[config.mk]
export PLATFORM = sky130hd
export DESIGN_NAME = adc_convert_scheduler
export DESIGN_NICKNAME = d
export VERILOG_FILES = /design/src/rtl/adc_convert_scheduler.sv
export SDC_FILE = /design/constraint.sdc
export NUM_CORES = 1
export LEC_CHECK = 0
export BUFFER_PORTS_ARGS = -buffer_cell sky130_fd_sc_hd__buf_4
export CORE_MARGIN = 2
export CORE_UTILIZATION = 42
export CTS_BUF_LIST = sky130_fd_sc_hd__clkbuf_8 sky130_fd_sc_hd__clkbuf_16
export DETAILED_ROUTE_END_ITERATION = 6
export SLEW_MARGIN = 20
export SYNTH_ARGS = -nofsm -noshare
export SYNTH_HDL_FRONTEND = slang
export SYNTH_SLANG_ARGS = --single-unit
export TNS_END_PERCENT = 50
[constraint.sdc]
create_clock -name clk -period 5.65 [get_ports clk]
set_clock_uncertainty 0.2 [all_clocks]
set_input_delay 0 -clock clk [delete_from_list [all_inputs] [get_ports clk]]
set_output_delay 0 -clock clk [all_outputs]
set_load 0.02 [all_outputs]
[src/rtl/adc_convert_scheduler.sv]
// adc_convert_scheduler: issues the single-cycle convert strobe for subsystem_adc from an
// internal period timer or an external trigger edge, in continuous or burst mode.
//
// state | meaning
// IDLE  | waiting for a rising edge of enable
// RUN   | generating ticks; convert issued on tick when convert_ready
// DONE  | one-cycle burst-complete pulse, then back to IDLE
module adc_convert_scheduler #(
  parameter int PERIOD_W = 32,
  parameter int BURST_W  = 16,
  parameter int MISS_W   = 16
) (
  input  logic                clk,
  input  logic                rst_n,
  input  logic                enable,
  input  logic                burst_mode,
  input  logic                trig_src,
  input  logic [PERIOD_W-1:0] period,
  input  logic [BURST_W-1:0]  burst_len,
  input  logic                ext_trig,
  input  logic                clear_counters,
  input  logic [63:0]         in_ts,
  input  logic                convert_ready,
  output logic                convert,
  output logic [63:0]         trig_ts,
  output logic [31:0]         seq_num,
  output logic                busy,
  output logic                done,
  output logic [MISS_W-1:0]   missed_count
);

  typedef enum logic [1:0] {IDLE, RUN, DONE} state_t;

  state_t              state, state_nxt;
  logic [PERIOD_W-1:0] timer, period_q, period_eff;
  logic [BURST_W-1:0]  burst_cnt, burst_eff;
  logic                enable_q, ext_q;
  logic                enable_rise, ext_rise, tick_int, tick, start;

  // Period below 2 would make back-to-back strobes possible, so clamp it.
  assign period_eff  = (period < PERIOD_W'(2)) ? PERIOD_W'(2) : period;
  assign burst_eff   = (burst_len == '0) ? BURST_W'(1) : burst_len;
  assign enable_rise = enable & ~enable_q;
  assign ext_rise    = ext_trig & ~ext_q;
  assign tick_int    = (timer == period_q - PERIOD_W'(1));

  assign busy = (state == RUN);
  assign done = (state == DONE);

  // State register plus edge-detect history of enable and ext_trig.
  always_ff @(posedge clk or negedge rst_n) begin
    if (!rst_n) begin
      state    <= IDLE;
      enable_q <= 1'b0;
      ext_q    <= 1'b0;
    end else begin
      state    <= state_nxt;
      enable_q <= enable;
      ext_q    <= ext_trig;
    end
  end

  // Next-state and tick qualification; leaving RUN suppresses any coinciding tick.
  always_comb begin
    state_nxt = state;
    tick      = 1'b0;
    start     = 1'b0;
    case (state)
      IDLE: begin
        if (enable_rise) begin
          state_nxt = RUN;
          start     = 1'b1;
        end
      end
      RUN: begin
        if (!enable)
          state_nxt = IDLE;
        else if (burst_mode && (burst_cnt >= burst_eff))
          state_nxt = DONE;
        else
          tick = trig_src ? ext_rise : tick_int;
      end
      DONE:    state_nxt = IDLE;
      default: state_nxt = IDLE;
    endcase
  end

  // Period timer; the period is latched only at (re)load so a change applies after the current tick.
  always_ff @(posedge clk or negedge rst_n) begin
    if (!rst_n) begin
      timer    <= '0;
      period_q <= '0;
    end else if (start || (state == RUN && tick_int)) begin
      timer    <= '0;
      period_q <= period_eff;
    end else if (state == RUN) begin
      timer    <= timer + PERIOD_W'(1);
    end
  end

  // Convert strobe, registered one cycle after the tick.
  always_ff @(posedge clk or negedge rst_n) begin
    if (!rst_n) convert <= 1'b0;
    else        convert <= tick & convert_ready;
  end

  // Bookkeeping done in the strobe cycle: timestamp, sequence number, burst count.
  always_ff @(posedge clk or negedge rst_n) begin
    if (!rst_n) begin
      trig_ts   <= '0;
      seq_num   <= '0;
      burst_cnt <= '0;
    end else begin
      if (convert)
        trig_ts <= in_ts;
      if (clear_counters || start)
        seq_num <= '0;
      else if (convert)
        seq_num <= seq_num + 32'd1;
      if (start)
        burst_cnt <= '0;
      else if (convert)
        burst_cnt <= burst_cnt + BURST_W'(1);
    end
  end

  // Saturating count of ticks dropped because the deserializer was not ready.
  always_ff @(posedge clk or negedge rst_n) begin
    if (!rst_n)
      missed_count <= '0;
    else if (clear_counters)
      missed_count <= '0;
    else if (tick && !convert_ready && (missed_count != '1))
      missed_count <= missed_count + MISS_W'(1);
  end

endmodule

# --- Yosys cells after proc, flatten, opt, wreduce, memory -nomap -nowiden ---
# Index checks and enable logic that the tools add are counted.
# Widths: inputs -> output; s select.
word_totals:
  regBits: 197
  wordCells: 62
  in_bits: 120
  output_inout_bits: 115
op_classes:
  magnitude_cmp: 2
  n_reduce_logical: 14
  n_mux: 20
  addsub: 5
  n_bitwise: 5
  eq_ne: 6
op_table:
  columns: ["cell", "n"]
  rows:
  - ["$mux 32", 5]
  - ["$mux 16", 5]
  - ["$add 32x1->32 const B", 2]
  - ["$add 16x1->16 const B", 2]
  - ["$eq 32x32->1", 1]
  - ["$lt 32x2->1 const B", 1]
  - ["$sub 32x1->32 const B", 1]
  - ["$ge 16x16->1", 1]
  - ["$logic_not 16->1", 1]
  - ["$ne 16x16->1 const B", 1]
  - ["$reduce_bool 2->1", 4]
  - ["$mux 1", 6]
  - ["$mux 2", 3]
  - ["$logic_and 1x1->1", 4]
  - ["$pmux 2 s2", 1]
  - ["$and 1x1->1", 3]
  - ["$ne 3x2->1 const B", 1]
  - ["$eq 2x1->1 const B", 1]
  - ["$eq 2x2->1 const B", 1]
  - ["$logic_not 2->1", 1]
  - ["$logic_or 1x1->1", 2]
  - ["$ne 2x2->1 const B", 1]
  - ["$not 1->1", 2]
  - ["$reduce_and 2->1", 1]
  - ["$logic_not 1->1", 1]

# --- Depth between registers and ports, before layout ---
# Gate-level depths: netlist of run 1.
logic_depth:
  word_depth: 11
  depth_mapped: 15
  mapped_depth_nobuf: 13

# --- Worst setup path before layout of run 1 ---
# Ideal clock, no wire load.
synth_path:
  path_type: "register to register"
  startpoint: "register period_q[0]"
  endpoint: "register period_q[16]"
  synth_period_minus_slack_ns: 3.463
  t_arrival_ns: 3.138
  path_slack_ns: 2.187
  n_path_buf: 1
  setup_ns: 0.125
  required_time_ns: 5.325
  stages_incl_launch_ff: 13
  path_cell_list: "dfrtp_1 > inv_1 > ha_1 > nor4b_2 > nand3_4 > a2111oi_2 > o211ai_1 > nor4_1 > nand4_1 > or3_1 > o21ai_2 > buf_4 > mux2_2"
synth_via:
  elab_chain_cells: 4
synth_rtl:
  columns: ["element", "line", "text"]
  rows:
  - ["from (decl)", "35", "logic [PERIOD_W-1:0] timer, period_q, period_eff;"]
  - ["from (signal assigned)", "95", "period_q <= period_eff;"]
  - ["$sub 32x1->32", "45", "assign tick_int = (timer == period_q - PERIOD_W'(1));"]
  - ["$eq 32x32->1", "45", null]
  - ["$logic_and 1x1->1", "93", "end else if (start || (state == RUN && tick_int)) begin"]
  - ["$logic_or 1x1->1", "93", null]
# No other way between the ends.
# A chain may end at the register's enable or synchronous reset.

# --- Worst setup path in the final report of run 1 ---
layout_path:
  startpoint: "register period_q[0]"
  endpoint: "register convert"
layout_via:
  elab_chain_cells: 7
layout_rtl:
  columns: ["element", "line", "text"]
  rows:
  - ["$sub 32x1->32", "45", null]
  - ["$eq 32x32->1", "45", null]
  - ["$mux 1", "81", "tick = trig_src ? ext_rise : tick_int;"]
  - ["$mux 1", "78", "else if (burst_mode && (burst_cnt >= burst_eff))"]
  - ["$mux 1", "76", "if (!enable)"]
  - ["$mux 1", "68", "case (state)"]
  - ["$and 1x1->1", "104", "else convert <= tick & convert_ready;"]
  - ["to (signal assigned)", "104", null]
  - ["to (decl)", "24", "output logic convert,"]
# No other way between the ends.

==> results of run 1 <==
## timing repair
action / in CTS / in global routing
hold endpoints to repair: 198 / 0
gates resized for setup: 0 / 0
endpoints found under the setup margin: 0 / 0
hold buffers: 108 / 0
## state kept, by name, indices dropped and copies added (netlist names)
signal	count
timer	32
missed_count	16
burst_cnt	16
enable_q	1
ext_q	1
seq_num	32
period_q	32
state	2
convert	1
trig_ts	64
## cells in the final DEF (no fill, tap or decap), types with 13 or more instances in the layout
cell / n
dfrtp_1: 196
nand2_1: 61
clkbuf_16: 17
xor2_1: 60
nand4_1: 30
buf_4: 240
and3_1: 15
nor2_1: 118
inv_1: 28
nor4_1: 15
dlygate4sd3_1: 107
ha_1: 21
or3_1: 24
mux2_2: 85
nand3_1: 32
nor3_1: 13
xnor2_1: 44
o21ai_0: 33
a21oi_1: 29
## per-stage QoR
stage,power (mW),instances
3_5_place_dp,2.52,1478
5_1_grt,4.00,1618
4_1_cts,3.85,1618
2_1_floorplan,2.17,949
6_report,3.81,1618
3_3_place_gp,2.52,1478
## routing by layer
| metal | global-route usage [%] | vias to the layer above | routed length [µm] |
|---|---|---|---|
| li1 | - | 4019 | - |
| met3 | 6.34 | 33 | 1510 |
| met1 | 27.4 | 3978 | 11700 |
| met5 | 0 | - | 0 |
| met2 | 37.0 | 206 | 13200 |
| met4 | 5.92 | 0 | 445 |
## Yosys cell counts, types with 4 or more instances
cell / number / area share [%]
clkbuf_1: 19 / 0.71
and4_1: 7 / 0.61
mux2_2: 85 / 9.5
nand4_1: 30 / 1.9
mux2i_1: 6 / 0.60
buf_2: 8 / 0.40
nor2b_1: 8 / 0.50
nor2_1: 118 / 4.4
nand2_1: 61 / 2.3
o211ai_1: 4 / 0.30
inv_1: 28 / 1.0
dfrtp_1: 197 / 49
nand3_1: 32 / 1.6
a21o_1: 8 / 0.60
and3_1: 15 / 0.94
xnor2_1: 44 / 3.8
a21oi_1: 29 / 1.4
nand3b_1: 4 / 0.30
mux2_1: 5 / 0.56
o21ai_0: 33 / 1.6
a211oi_1: 4 / 0.30
nor4_1: 15 / 0.94
ha_1: 21 / 2.6
xor2_1: 60 / 5.2
o31ai_1: 5 / 0.37
or3_1: 24 / 1.5
nand2b_1: 6 / 0.37
nor3_1: 14 / 0.70
## final cells by class
cell class                 count  area [µm²]
clock inverter                13         150
clock buffer                  19         453
sequential                   197        4930
multi-input combinational    692        4870
tap                          319         399
fill                        1995        9640
timing repair buffer         349        2910
inverter                      29         109
## worst register-to-register path, delay by kind of cell, from the launching register on
family / cells / cell delay [ns]
buf+inv: 3 / 1.20
simple gates: 6 / 1.56
compound gates: 3 / 0.51
flops: 1 / 0.42
fa+ha+maj: 1 / 0.28
## worst paths after layout
check,startpoint,end,cells past startpoint
worst min register to register,trig_ts[56]$_DFFE_PN0P_,trig_ts[56]$_DFFE_PN0P_,1
max in group asynchronous,rst_n,convert$_DFF_PN0_,4
min in group asynchronous,rst_n,missed_count[1]$_DFFE_PN0P_,4
worst min-delay path,enable,enable_q$_DFF_PN0_,2
worst max register to register,period_q[0]$_DFFE_PN0N_,convert$_DFF_PN0_,13
worst max-delay path,period_q[0]$_DFFE_PN0N_,convert$_DFF_PN0_,13
## power by group through the flow
| stage | clock network (mW) | logic, mW | registers (mW) |
|---|---|---|---|
| final | 1.25 | 0.840 | 1.73 |
| after global routing | 1.34 | 0.914 | 1.75 |
| after CTS | 1.28 | 0.840 | 1.72 |
| after detailed placement | 0 | 0.777 | 1.75 |
| after global placement | 0 | 0.770 | 1.75 |
| after floorplan | 0 | 0.364 | 1.81 |
## logic make-up after synthesis
group	Yosys count	synth area share, %
DFF	197	49.1
muxes	96	10.7
adders and majority gates	21	2.62
xor gates and xnor gates	104	9.08
buffers and inverters	60	2.46
AOI/OAI and AO/OA	110	6.98
and+or+nand+nor	361	19.0
==> impl_summary.txt, run 1 <==
----------------------------------------------------
[Global routing]
  Antenna violations before repair ... 0
  Grt ovf ... 0
  Global routing usage summed across all routing layers ... 21.9%
  Largest net degree at the start of global routing ... 72
  Global-route wire length before repair ... 43,200 µm
  Via count of the first global-routing pass ... 8,565

[Place]
  HPWL after detailed placement ... 18,600 µm
  Pre-CTS setup slack ... 1.66 ns
  Cell area after placement ... 0.0121 mm²
  GP Congestion ... 0.822
  Number of I/O port buffers ... 234

[Timing]
  Final-report hold violation count ... 0
  Fin. max-slew vios ... 0
  Tightest Pin Transition ... 0.909 ns
  Sum Neg Setup Slack ... 0 ns
  Upper clock frequency limit ... 236 MHz
  Part of the cycle the worst path needs ... 75.0%
  Final-report setup violation count ... 0
  Crit path time final ... 4.23 ns
  Max-Slew Margin vs Limit ... 39.4%
  Worst-case setup margin in the final layout ... 1.42 ns
  Worst Hold Margin ... 0.0676 ns
  RSZ-0062 raised after global routing ... no

[Final layout]
  Area growth, synth to finish ... 37.9%
  Count of antenna diodes in the layout ... 0
  Fraction of layout cells with a size suffix above 1 ... 29.2%
  Util after Layout ... 58.9%
  Post-route cell area ... 0.0138 mm²
  Number of nets in the layout ... 1,427

[Worst setup path]
  Crit-path leading delay family ... simple AND/OR/NAND/NOR gates
  Worst path max stage delay ... 0.56 ns
  CP required ... 5.83 ns
  Register-to-Register Setup Slack ... 1.42 ns
  Number of buffers and inverters on the critical path ... 3
  Max Fanout on Critical Path ... 10
  Slowest CP cell ... dlygate4sd3_1
  Critical path type ... reg -> reg
  Most frequent cell on the critical path ... dlygate4sd3_1
  Nature of the critical path endpoint ... flip-flop
  Category of the worst setup path launch point ... flip-flop
  Worst endpoint data arrival time ... 4.41 ns
  Cells traversed along the worst timing path ... inv_1, ha_1, nor4b_2, nand3_4, a2111oi_2, o211ai_1, nor4_1, nand4_1, nor4_2, o21ai_0, dlygate4sd3_1, nor2_1, dlygate4sd3_1

[Yosys]
  Nets in the synthesized netlist ... 1,090
  Post-synth top flop ... dfrtp_1
  Gate count of the mapped netlist ... 949
  Netlist area before placement ... 0.0100 mm²
  Sequential element share of the synthesized area ... 49.1%
  Ys async rst share ... 100%
  Warning count from the yosys run ... 0
  Post-synthesis sequential element count ... 197
  Synth Area per Inst ... 10.6 µm²
  Number of unique standard cell types used by synthesis ... 64
  Count of flip-flops with a built-in enable after synthesis ... 0

[Pwr]
  Internal power component ... 2.60 mW
  Relative contribution of combinational cells to total power ... 22.0%
  Switching fraction of total power ... 31.7%
  Pwr/cell area ... 276 mW/mm²
  Power share of the sequential group ... 45.3%
  Switching pwr ... 1.21 mW
  Leakage Power ... 6.37 nW
  Share of total power in the clock network ... 32.7%
  Maximum vdd drop ... 0.205 mV

[Detailed routing]
  Antenna-violating nets left ... 0
  Final routed DRC violation total ... 0
  Initial drt markers ... 362
  Iteration count of the initial detailed-routing pass ... 6
  WL final ... 26,900 µm
  Vias post-DR ... 8,236
  Average detailed-routed wire length per instance ... 16.6 µm
  DR vias/cell ... 5.09

[CTS]
  Post-CTS setup buffers ... 0
  Number of H-tree branching levels ... 4
  CTS sink cnt ... 197
  Clock latency on the worst-skew pair ... 0.44 ns
  Clock slew at reported path FFs ... 0.08 ns
  Clock buffer count from CTS ... 17
  Root Driver ... clkbuf_16
  Maximum number of buffers from clock root to sink ... 2
  TritonCTS clock tree ... built

[Floorplanning]
  Total die area ... 0.0251 mm²
  Height of the chip ... 159 µm
  Horizontal extent of the die ... 159 µm
  Starting utilization of the core area ... 42.7%
  Number of core rows ... 56
  Number of top-level design ports ... 235
  Core area ... 0.0235 mm²

[Status]
  Result of the run ... finished, final reports clean

[Min path]
  Worst hold-check path type ... in -> reg

[Run]
  Max Cap Viol ... 0

----------------------------------------------------
(Power assumes the default switching activity.)
==> run 2: changes to the inputs <==
- ABC_AREA: unset -> 1
- PLACE_DENSITY: unset -> 0.67
- clock period: 5.65 -> 3.8 ns (I/O delays scaled with it)
==> run 2 against run 1 <==
Cell count grew 33%. Global-route usage rose by 1.0 points. Routed wire length rose by 16%. Critical endpoint is now period_q[0]$_DFFE_PN0N_. The flow now finishes with violations (negative hold slack). Synthesized cell count grew 55%. Critical path type unchanged. Worst setup slack worse by 0.98 ns.
==> impl_summary.txt, run 2 <==
----------------------------------------------------
[Status]
  Result of the run ... finished, violations left
  Violations in the final reports ... negative hold slack

[Final layout]
  Top library cells by usage in the layout, fill and taps aside ... nand2_1 (503), buf_4 (239), dfrtp_1 (196), nor2_1 (157), inv_1 (135)
  Number of flip-flops under the largest register name ... 64 (unchanged)
  Register name with the most flops ... trig_ts
  Count of placed standard cells in the final layout, fillers left out ... 2,149 (+33%)
  Count of antenna diodes in the layout ... 0 (unchanged)
  Number of nets in the layout ... 1,942 (+36%)
  Area used by multi-input combinational logic ... 0.00539 mm² (+11%)
  Leading cell type in the layout, fill and taps excluded ... nand2_1
  Flip-flop and latch area ... 0.00493 mm² (unchanged)
  Count of fill cells added during filler insertion ... 2,349 (+18%)
  Fraction of layout cells with a size suffix above 1 ... 17.7% (-11 points)
  Post-route cell area ... 0.0148 mm² (+7.2%)
  Area growth, synth to finish ... 34.5%

[CTS]
  TritonCTS clock tree ... built
  CTS sink cnt ... 197 (unchanged)
  Clock slew at reported path FFs ... 0.09 ns (about the same)
  Maximum number of buffers from clock root to sink ... 2 (unchanged)
  Clock latency on the worst-skew pair ... 0.45 ns (about the same)
  Post-CTS setup buffers ... 0 (unchanged)
  Root Driver ... clkbuf_16
  Clock buffer count from CTS ... 17 (unchanged)
  Number of H-tree branching levels ... 4 (unchanged)

[Yosys]
  Synth Area per Inst ... 7.49 µm² (-29%)
  Synth area leader ... dfrtp_1
  Area share of xor/xnor cells in the synthesized design ... 5.05% (-4.0 points)
  Compound-cell area share of the yosys netlist ... 5.79% (-1.2 points)
  Post-synth top flop ... dfrtp_1
  Post-synthesis sequential element count ... 197 (unchanged)
  Post-synth top area share ... 44.7% (-4.4 points)
  Area share of fa/ha/maj cells after synthesis ... 2.39% (-0.23 points)
  Number of unique standard cell types used by synthesis ... 43 (-33%)
  Netlist area before placement ... 0.0110 mm² (+9.8%)
  Main combinational cell family by area after synthesis ... simple AND/OR/NAND/NOR gates
  Leading cell type by number of instances after synthesis ... nand2_1
  Count of flip-flops with a built-in enable after synthesis ... 0 (unchanged)
  Multiplexer share of the synthesized area ... 0% (-11 points)
  Ys async rst share ... 100% (unchanged)
  Top cells by instance count after synthesis ... nand2_1 (504), dfrtp_1 (197), nor2_1 (157)
  Sequential element share of the synthesized area ... 44.7% (-4.4 points)
  Warning count from the yosys run ... 0 (unchanged)
  Gate count of the mapped netlist ... 1,470 (+55%)
  Top post-synthesis cells by area ... dfrtp_1 (45%), nand2_1 (17%), nor2_1 (5.3%)
  Nets in the synthesized netlist ... 1,611 (+48%)
  Post-Synth Simple-Gate Area ... 35.7% (+17 points)

[Global routing]
  Met3 track demand over resource in global routing ... 3.65% (-2.7 points)
  Global-route wire length before repair ... 52,700 µm (+22%)
  Antenna violations before repair ... 0 (unchanged)
  Grt ovf ... 0 (unchanged)
  Largest net degree at the start of global routing ... 93 (+29%)
  Global routing usage summed across all routing layers ... 22.9% (+1.0 points)
  Fraction of met2 tracks used by global routing ... 38.8% (+1.8 points)
  Met1 Track Usage GR ... 30.4% (+3.0 points)
  Via count of the first global-routing pass ... 10,700 (+25%)
  Highest-utilization routing layer at the global route stage ... met2

[Place]
  Pre-CTS setup slack ... 0.729 ns (-0.928 ns)
  Number of I/O port buffers ... 234 (unchanged)
  HPWL after detailed placement ... 21,800 µm (+17%)
  Cell Count Post-Placement ... 2,012 (+36%)
  GP Congestion ... 0.937 (+14%)
  Cell area after placement ... 0.0131 mm² (+8.2%)

[Worst setup path]
  Max Fanout on Critical Path ... 38 (+28)
  R2r startpoint ... period_q[0]$_DFFE_PN0N_
  CP Depth ... 16 (+3)
  CP required ... 3.97 ns (-1.86 ns)
  Crit-path leading delay family ... simple AND/OR/NAND/NOR gates
  Register-to-Register Setup Slack ... 0.44 ns (-0.98 ns)
  Nature of the critical path endpoint ... flip-flop
  Critical path destination ... period_q[0]$_DFFE_PN0N_
  Cells traversed along the worst timing path ... inv_1, ha_1, nand2_2, nor2_8, nand2_2, nor2_2, nand3_1, a21oi_1, nand2_1, nor2_1, nand4_1, nand2_2, buf_12, nand3b_1, dlygate4sd3_1, o21ai_0
  Worst reg2reg path depth ... 16 (+3)
  Category of the worst setup path launch point ... flip-flop
  Number of buffers and inverters on the critical path ... 3 (unchanged)
  Worst endpoint data arrival time ... 3.53 ns (-0.88 ns)
  Critical path type ... reg -> reg
  Slowest CP cell ... dlygate4sd3_1
  Worst path max stage delay ... 0.56 ns (about the same)
  Most frequent cell on the critical path ... nand2_2
  Setup crit start ... period_q[0]$_DFFE_PN0N_
  Crit Reg-Reg Endpoint ... period_q[0]$_DFFE_PN0N_

[Pwr]
  Leakage Power ... 7.25 nW (+14%)
  Power share of the sequential group ... 40.7% (-4.6 points)
  Share of total power in the clock network ... 28.4% (-4.3 points)
  Maximum vdd drop ... 0.335 mV (+64%)
  Pwr/cell area ... 469 mW/mm² (+70%)
  Relative contribution of combinational cells to total power ... 30.9% (+8.9 points)
  Power after layout ... 6.95 mW (+82%)
  Internal power component ... 4.34 mW (+67%)
  Switching fraction of total power ... 37.6% (+5.9 points)
  Switching pwr ... 2.61 mW (+120%)

[Floorplanning]
  Core area ... 0.0259 mm² (+10%)
  Horizontal extent of the die ... 166 µm (+4.7%)
  Starting utilization of the core area ... 42.5% (-0.22 points)
  Total die area ... 0.0275 mm² (+9.6%)
  Number of core rows ... 59 (+5.4%)
  Number of top-level design ports ... 235 (unchanged)
  Height of the chip ... 166 µm (+4.7%)

[Detailed routing]
  DR vias/cell ... 5.00 (-1.8%)
  Iteration count of the initial detailed-routing pass ... 5 (-1)
  Initial drt markers ... 765 (+110%)
  WL final ... 31,200 µm (+16%)
  Vias post-DR ... 10,700 (+30%)
  Final routed DRC violation total ... 0 (unchanged)
  Average detailed-routed wire length per instance ... 14.5 µm (-13%)
  Antenna-violating nets left ... 0 (unchanged)

[Min path]
  Worst hold-check path type ... in -> async

[Timing]
  Tightest Pin Transition ... 0.808 ns (-0.101 ns)
  Final-report hold violation count ... 17 (+17)
  Final-report setup violation count ... 0 (unchanged)
  Upper clock frequency limit ... 297 MHz (+26%)
  Crit path time final ... 3.36 ns (-0.872 ns)
  Sum Neg Setup Slack ... 0 ns (unchanged)
  Max-Slew Margin vs Limit ... 46.1% (+6.7 points)
  RSZ-0062 raised after global routing ... no
  Part of the cycle the worst path needs ... 88.5% (+14 points)
  Worst-case setup margin in the final layout ... 0.437 ns (-0.978 ns)
  Fin. max-slew vios ... 0 (unchanged)
  Worst Hold Margin ... -0.0452 ns (-0.113 ns)

[Run]
  Max Cap Viol ... 0 (unchanged)

----------------------------------------------------
run 2: changes by cell type after synthesis, sizes merged, moves of 15 or more:
| cell | before | now |
|---|---|---|
| nand2 | 61 | 513 |
| inv | 28 | 141 |
| mux2 | 90 | 0 |
| nor2 | 118 | 175 |
| nand3 | 34 | 78 |
| xnor2 | 44 | 13 |
| or3 | 24 | 0 |
| a21oi | 29 | 52 |
| nor3 | 18 | 36 |
| o21ai | 35 | 52 |
| and3 | 15 | 0 |
run 2: worst min-delay path by stage:
stage,to,cells past startpoint,slack (ns)
floorplan,burst_cnt[0]$_DFFE_PN0P_,0,-0.50
global placement,ext_q$_DFF_PN0_,1,-0.08
detailed placement,ext_q$_DFF_PN0_,1,-0.08
CTS,ext_q$_DFF_PN0_,2,0.003
global route,ext_q$_DFF_PN0_,2,0.02
finish,period_q[21]$_DFFE_PN0N_,2,-0.05
run 2: cell families after synthesis:
group / count (synthesis)
flip-flops: 197
AO/OA/AOI/OAI: 120
buffers and inverters: 177
XOR/XNOR: 62
adder cells (fa/ha/maj): 21
AND/OR/NAND/NOR: 893
run 2: final cells by class:
| cell class | count | share of cell area (%) |
|---|---|---|
| multi-input combinational | 1096 | 36.4 |
| sequential | 197 | 33.3 |
| timing repair buffer | 347 | 19.6 |
| inverter | 142 | 3.60 |
| clock buffer | 17 | 2.87 |
| tap | 335 | 2.83 |
| clock inverter | 15 | 1.49 |
run 2: what timing repair did:
item	CTS	global route
gates resized for setup	0	3
setup endpoints to repair	0	1
hold endpoints to repair	211	0
hold buffers	105	0
run 2: power by group through the flow:
stage | Combinational [mW] | Clock, mW | Sequential, mW
final | 2.15 | 1.98 | 2.83
after global routing | 2.37 | 2.11 | 2.89
after CTS | 2.15 | 2.03 | 2.82
after detailed placement | 2.06 | 0 | 2.85
after global placement | 2.03 | 0 | 2.84
after floorplan | 0.828 | 0 | 3.18
run 2: worst reg2reg max path, stage by stage (launching register included):
cell and delay [ns]:
dfrtp_1 0.39, inv_1 0.13, ha_1 0.22, nand2_2 0.14
nor2_8 0.21, nand2_2 0.09, nor2_2 0.12, nand3_1 0.09
a21oi_1 0.17, nand2_1 0.07, nor2_1 0.16, nand4_1 0.14
nand2_2 0.18, buf_12 0.22, nand3b_1 0.12, dlygate4sd3_1 0.56
o21ai_0 0.07
run 2: routing by layer:
metal | vias to the layer above | wire [µm]
met2 | 307 | 14900
met1 | 5010 | 14100
li1 | 5385 | -
met3 | 45 | 1630
met5 | - | 0
met4 | 0 | 653
run 2: per-stage QoR:
stage	hold slack [ns]	utilization, %
after floorplan	-0.496	-
after global routing	0.0222	57.2
after CTS	0.00302	57.2
after detailed placement	-0.0779	50.6
after global placement	-0.0800	50.6
final	-0.0452	57.2
